`config.mk`:
```
export PLATFORM = sky130hd
export DESIGN_NAME = sd_cmd_tx
export DESIGN_NICKNAME = d
export VERILOG_FILES = /design/src/rtl/sd_cmd_pkg.sv /design/src/rtl/sd_crc7.sv /design/src/rtl/sd_cmd_tx.sv
export SDC_FILE = /design/constraint.sdc
export NUM_CORES = 1
export LEC_CHECK = 0
export BUFFER_PORTS_ARGS = -buffer_cell sky130_fd_sc_hd__clkbuf_2
export CAP_MARGIN = 20
export CORE_MARGIN = 8
export CORE_UTILIZATION = 50
export CTS_CLUSTER_SIZE = 20
export DETAILED_ROUTE_END_ITERATION = 6
export PLACE_DENSITY = 0.71
export SLEW_MARGIN = 20
export SYNTH_ARGS = -nofsm -noshare
export SYNTH_HDL_FRONTEND = slang
export SYNTH_SLANG_ARGS = --single-unit
```
`constraint.sdc`:
```
create_clock -name clk -period 2.6 [get_ports clk]
set_input_delay 0.39 -clock clk [delete_from_list [all_inputs] [get_ports clk]]
set_output_delay 0.39 -clock clk [all_outputs]
set_load 0.1 [all_outputs]
```
`src/rtl/sd_cmd_pkg.sv`:
```
// rtl/sd_cmd_pkg.sv - shared constants, state encoding and CRC7 step for the SD CMD line
package sd_cmd_pkg;

    localparam int         FRAME_BITS  = 48;
    localparam int         CMD_INDEX_W = 6;
    localparam int         CMD_ARG_W   = 32;
    localparam logic [6:0] CRC7_POLY   = 7'h09;
    localparam logic       TX_BIT      = 1'b1;

    typedef enum logic [2:0] {
        IDLE = 3'd0,
        SEND = 3'd1,
        CRC  = 3'd2,
        STOP = 3'd3,
        GAP  = 3'd4
    } state_e;

    function automatic logic [6:0] crc7_next(input logic [6:0] crc, input logic bit_in);
        logic fb;
        fb = bit_in ^ crc[6];
        return {crc[5:0], 1'b0} ^ (fb ? CRC7_POLY : 7'h00);
    endfunction

endpackage

```
`src/rtl/sd_crc7.sv`:
```
// rtl/sd_crc7.sv - serial CRC7 generator, shared with the CMD response receiver
module sd_crc7
    import sd_cmd_pkg::*;
(
    input  logic       clk,
    input  logic       rst,
    input  logic       clr,
    input  logic       en,
    input  logic       bit_in,
    output logic [6:0] crc
);

    logic [6:0] crc_q;

    always_ff @(posedge clk) begin
        if (rst || clr) begin
            crc_q <= '0;
        end else if (en) begin
            crc_q <= crc7_next(crc_q, bit_in);
        end
    end

    assign crc = crc_q;

endmodule

```
`src/rtl/sd_cmd_tx.sv`:
```
// rtl/sd_cmd_tx.sv - serializes a 48-bit SD command token onto CMD, then holds the Ncc gap
module sd_cmd_tx
    import sd_cmd_pkg::*;
#(
    parameter int NCC_TICKS = 8
) (
    input  logic                   clk,
    input  logic                   rst,
    input  logic                   sd_clk_en,
    input  logic                   cmd_start,
    input  logic [CMD_INDEX_W-1:0] cmd_index,
    input  logic [CMD_ARG_W-1:0]   cmd_argument,
    output logic                   busy,
    output logic                   done,
    output logic                   cmd_out,
    output logic                   cmd_oe
);

    localparam logic [5:0] SEND_LAST = 6'(FRAME_BITS - 9);
    localparam logic [5:0] CRC_LAST  = 6'd6;
    localparam logic [5:0] GAP_LAST  = 6'(NCC_TICKS - 1);

    state_e      state_q, state_d;
    logic [39:0] shreg_q, shreg_d;
    logic [5:0]  cnt_q, cnt_d;
    logic        busy_q, busy_d;
    logic        done_q, done_d;
    logic        cmd_out_q, cmd_out_d;
    logic        cmd_oe_q, cmd_oe_d;
    logic        crc_clr, crc_en;
    logic [6:0]  crc, crc_nx;

    sd_crc7 u_crc7 (
        .clk    (clk),
        .rst    (rst),
        .clr    (crc_clr),
        .en     (crc_en),
        .bit_in (shreg_q[39]),
        .crc    (crc)
    );

    // The final SEND tick must present crc[6] including the last argument bit.
    assign crc_nx = crc7_next(crc, shreg_q[39]);

    // shreg_q[39] always mirrors the bit currently on the line.
    always_comb begin
        state_d   = state_q;
        shreg_d   = shreg_q;
        cnt_d     = cnt_q;
        busy_d    = busy_q;
        done_d    = 1'b0;
        cmd_out_d = cmd_out_q;
        cmd_oe_d  = cmd_oe_q;
        crc_clr   = 1'b0;
        crc_en    = 1'b0;
        case (state_q)
            IDLE: begin
                if (cmd_start) begin
                    shreg_d   = {1'b0, TX_BIT, cmd_index, cmd_argument};
                    cnt_d     = '0;
                    crc_clr   = 1'b1;
                    busy_d    = 1'b1;
                    cmd_oe_d  = 1'b1;
                    cmd_out_d = 1'b0;
                    state_d   = SEND;
                end
            end
            SEND: begin
                if (sd_clk_en) begin
                    crc_en = 1'b1;
                    cnt_d  = cnt_q + 6'd1;
                    if (cnt_q == SEND_LAST) begin
                        shreg_d   = {crc_nx, 33'd0};
                        cmd_out_d = crc_nx[6];
                        cnt_d     = '0;
                        state_d   = CRC;
                    end else begin
                        shreg_d   = {shreg_q[38:0], 1'b0};
                        cmd_out_d = shreg_q[38];
                    end
                end
            end
            CRC: begin
                if (sd_clk_en) begin
                    cnt_d = cnt_q + 6'd1;
                    if (cnt_q == CRC_LAST) begin
                        cmd_out_d = 1'b1;
                        cnt_d     = '0;
                        state_d   = STOP;
                    end else begin
                        shreg_d   = {shreg_q[38:0], 1'b0};
                        cmd_out_d = shreg_q[38];
                    end
                end
            end
            STOP: begin
                if (sd_clk_en) begin
                    cmd_oe_d  = 1'b0;
                    cmd_out_d = 1'b1;
                    cnt_d     = '0;
                    state_d   = GAP;
                end
            end
            GAP: begin
                if (sd_clk_en) begin
                    cnt_d = cnt_q + 6'd1;
                    if (cnt_q == GAP_LAST) begin
                        done_d  = 1'b1;
                        busy_d  = 1'b0;
                        cnt_d   = '0;
                        state_d = IDLE;
                    end
                end
            end
            default: state_d = IDLE;
        endcase
    end

    always_ff @(posedge clk) begin
        if (rst) begin
            state_q   <= IDLE;
            shreg_q   <= '0;
            cnt_q     <= '0;
            busy_q    <= 1'b0;
            done_q    <= 1'b0;
            cmd_out_q <= 1'b1;
            cmd_oe_q  <= 1'b0;
        end else begin
            state_q   <= state_d;
            shreg_q   <= shreg_d;
            cnt_q     <= cnt_d;
            busy_q    <= busy_d;
            done_q    <= done_d;
            cmd_out_q <= cmd_out_d;
            cmd_oe_q  <= cmd_oe_d;
        end
    end

    assign busy    = busy_q;
    assign done    = done_q;
    assign cmd_out = cmd_out_q;
    assign cmd_oe  = cmd_oe_q;

endmodule

```
==> flow_summary.yaml <==
global_routing:
  grt_pass1_vias: 2787
  grt_max_degree: 43
  overflow: 0
  antenna_found_initial: 0
  grt_pass1_wl_mm: 13.2
  grt_usage_pct: 18.0
logic_synthesis:
  yosys-top-cells-area: "dfxtp_1, a311oi_1, nand3_1, nor3_1, nand2_1"
  synthTopCellsByCount: "dfxtp_1, nand2_1, nand3_1"
  yosys_register_bits: 60
  yosysMostFrequentCell: "dfxtp_1"
  synth_cells: 375
  ys_types: 57
  ys_seq_area_share_pct: 38.4
  yosysWarnings: 0
  syn_area_per_cell_sq_um: 8.35
  synth.net_count: 419
  synth_largest_area_cell: "dfxtp_1"
  async_flop_share_pct: 0
  netlist_area_sq_um: 3130
  synth_compound_area_share_pct: 20.9
  synth_edf_count: 0
  synth_top_family_by_area: "simple AND/OR/NAND/NOR gates"
  ys.flop_type: "dfxtp_1"
  synth_fa_ha_area_share_pct: 0.799
  synth-xor-area-share_pct: 1.72
  yosys.area_share.simple_pct: 29.3
  synth_top_cell_area_share_pct: 38.4
  synth.area.mux_share_pct: 2.00
clock_tree:
  ctsRootBufferMaster: "clkbuf_8"
  clk_pin_slew_ns: 0.06
  h-tree-depth: 3
  cts_resized: 0
  clk_latency_ns: 0.33
  hold_buffers: 0
  clkSinkCount: 60
  cts_buffer_depth: 2
  post-cts-setup-buffers: 0
  cts_tree: "built"
  cts_made_buffers: 9
die:
  core_area_sq_um: 6200
  row_count: 29
  start_util_pct: 50.5
  ioPinCount: 46
  die_area_sq_um: 9050
  die_h_um: 95.1
  die_w_um: 95.1
placed_design:
  place.port_buffers: 45
  dpl.hpwl_mm: 5.26
  routabilityCongestion: 0.797
hold_path:
  holdPathStages: 3
  min_from: "cmd_argument[12]"
  min_to: "shreg_q[12]"
  worstHoldPathType: "primary input to register"
critical_path:
  worstReg2RegEnd: "shreg_q[26]"
  reg2reg_from: "state_q[1]"
  r2r_slack_ns: 0.35
  cp-start-kind: "register"
  arrival_ns: 2.49
  worst_r2r_path_depth: 5
  cp_max_fo: 28
  end_kind: "register"
  path_class: "register to register"
  critPathRequiredTime_ns: 2.84
cells_and_area:
  area_growth_pct: 14.3
  nNetsFinal: 448
  seqCellArea_sq_um: 1200
  multi_input_area_sq_um: 1710
  layout-drive-gt1-share_pct: 20.3
  fillCellCount: 581
  final_util_pct: 57.7
  diodes: 0
run_status:
  outcome: "complete, no violations"
sta:
  fin_tns_setup_ns: 0
  skew_ns: 0.00548
  fmax_mhz: 443
  hold_viol: 0
  final-max-slew-violation-count: 0
  setup_viol: 0
  worst_slew_pin_slew_ns: 0.698
  maxSlewHeadroom_pct: 53.4
  rsz0062_at_grt: "false"
  period_share_pct: 86.7
  fin_crit_ns: 2.25
pwr:
  p_int_w: 0.00259
  p_comb_share_pct: 48.0
  total_power_w: 0.00456
  switchingPower_w: 0.00197
  p_sw_share_pct: 43.2
  pwr-share-seq_pct: 33.0
  p_clk_share_pct: 19.0
  ir_worst_vdd_mv: 0.662
  p_leak_nw: 1.34
  p_per_area_nw_per_um2: 1270
routing:
  via_per_inst: 6.14
  route.detailed.drc: 0
  drt.antenna.violating_nets: 0
  drt-total-wl_mm: 7.91
  dr.pass1.iters: 4
  initialDrtViolationCount: 206
  wire_per_inst_um: 16.3
  dr_total_vias: 2977
run:
  drv_cap: 0
## cells in the final DEF (no fill, tap or decap), types with 3 or more instances in the layout
cell type  count
clkbuf_2      45
a211oi_1       3
nand2_1       47
nand2b_1       5
o31ai_1        4
o21ai_0        9
mux2i_1        4
nand3_1       46
nor3_1        36
buf_4         10
dfxtp_1       60
nor2b_1        6
and3_1         4
inv_1          5
nor4_1         4
a41oi_1        3
a21oi_1       11
nor2_1         9
clkbuf_8      12
a311oi_1      32
a31oi_1        3
## kinds of logic after synthesis
kind of cell / after synthesis
simple gates: 177
compound gates: 81
flops: 60
buf+inv: 45
mux: 6
xor+xnor: 4
fa+ha+maj: 2
## power groups by stage
stage                     clock [W]  combinational, W  sequential [W]
final                      0.000864           0.00219         0.00151
after global routing       0.000913           0.00241         0.00155
after CTS                  0.000875           0.00219         0.00150
after detailed placement          0           0.00217         0.00152
after global placement            0           0.00214         0.00151
after floorplan                   0           0.00174         0.00152
## worst max-delay path, stage by stage, from the launching register on
cell	delay (ns)
dfxtp_1	0.71
nor2b_1	0.25
o311ai_4	0.44
nand2_2	0.26
buf_12	0.24
a311oi_1	0.25
## registers in the layout, summed over array words and instances, names as in the netlist
signal	flops
u_crc7.crc	7
cnt_q	6
state_q	3
done	1
shreg_q	40
cmd_oe	1
cmd_out	1
busy	1
## final cells by class
cell class	instances	share of cell area, %
tap	77	2.69
clock inverter	1	0.839
timing repair buffer	57	9.51
multi-input combinational	270	47.9
sequential	60	33.6
clock buffer	14	4.83
inverter	6	0.630
## worst max-delay path by stage
stage               cells after the start     endpoint       start
finish                                  5  shreg_q[26]  state_q[1]
global route                            5   shreg_q[9]  state_q[0]
CTS                                     5  shreg_q[30]  state_q[0]
detailed placement                      5  shreg_q[30]  state_q[0]
global placement                        5  shreg_q[11]  state_q[1]
floorplan                               6   state_q[0]    cnt_q[0]
## per-layer routing
| metal | share of wire (%) | wire length, um | vias up | track usage (%) |
|---|---|---|---|---|
| met5 | 0 | 0 | - | 0 |
| li1 | - | - | 1456 | - |
| met1 | 45 | 3600 | 1441 | 23.9 |
| met3 | 6.0 | 477 | 12 | 3.46 |
| met2 | 47 | 3710 | 68 | 27.4 |
| met4 | 1.6 | 127 | 0 | 8.32 |
## per-stage QoR
| step | area [sq um] | hold WS, ns | setup slack [ns] | cells |
|---|---|---|---|---|
| after floorplan | 3130 | 0.440 | 0.701 | 375 |
| after global placement | 3370 | 0.457 | 0.467 | 470 |
| after detailed placement | 3370 | 0.462 | 0.378 | 470 |
| after CTS | 3580 | 0.297 | 0.349 | 485 |
| after global routing | 3580 | 0.313 | 0.198 | 485 |
| final | 3580 | 0.301 | 0.345 | 485 |
No activity file was read; power rests on OpenSTA's default activity.
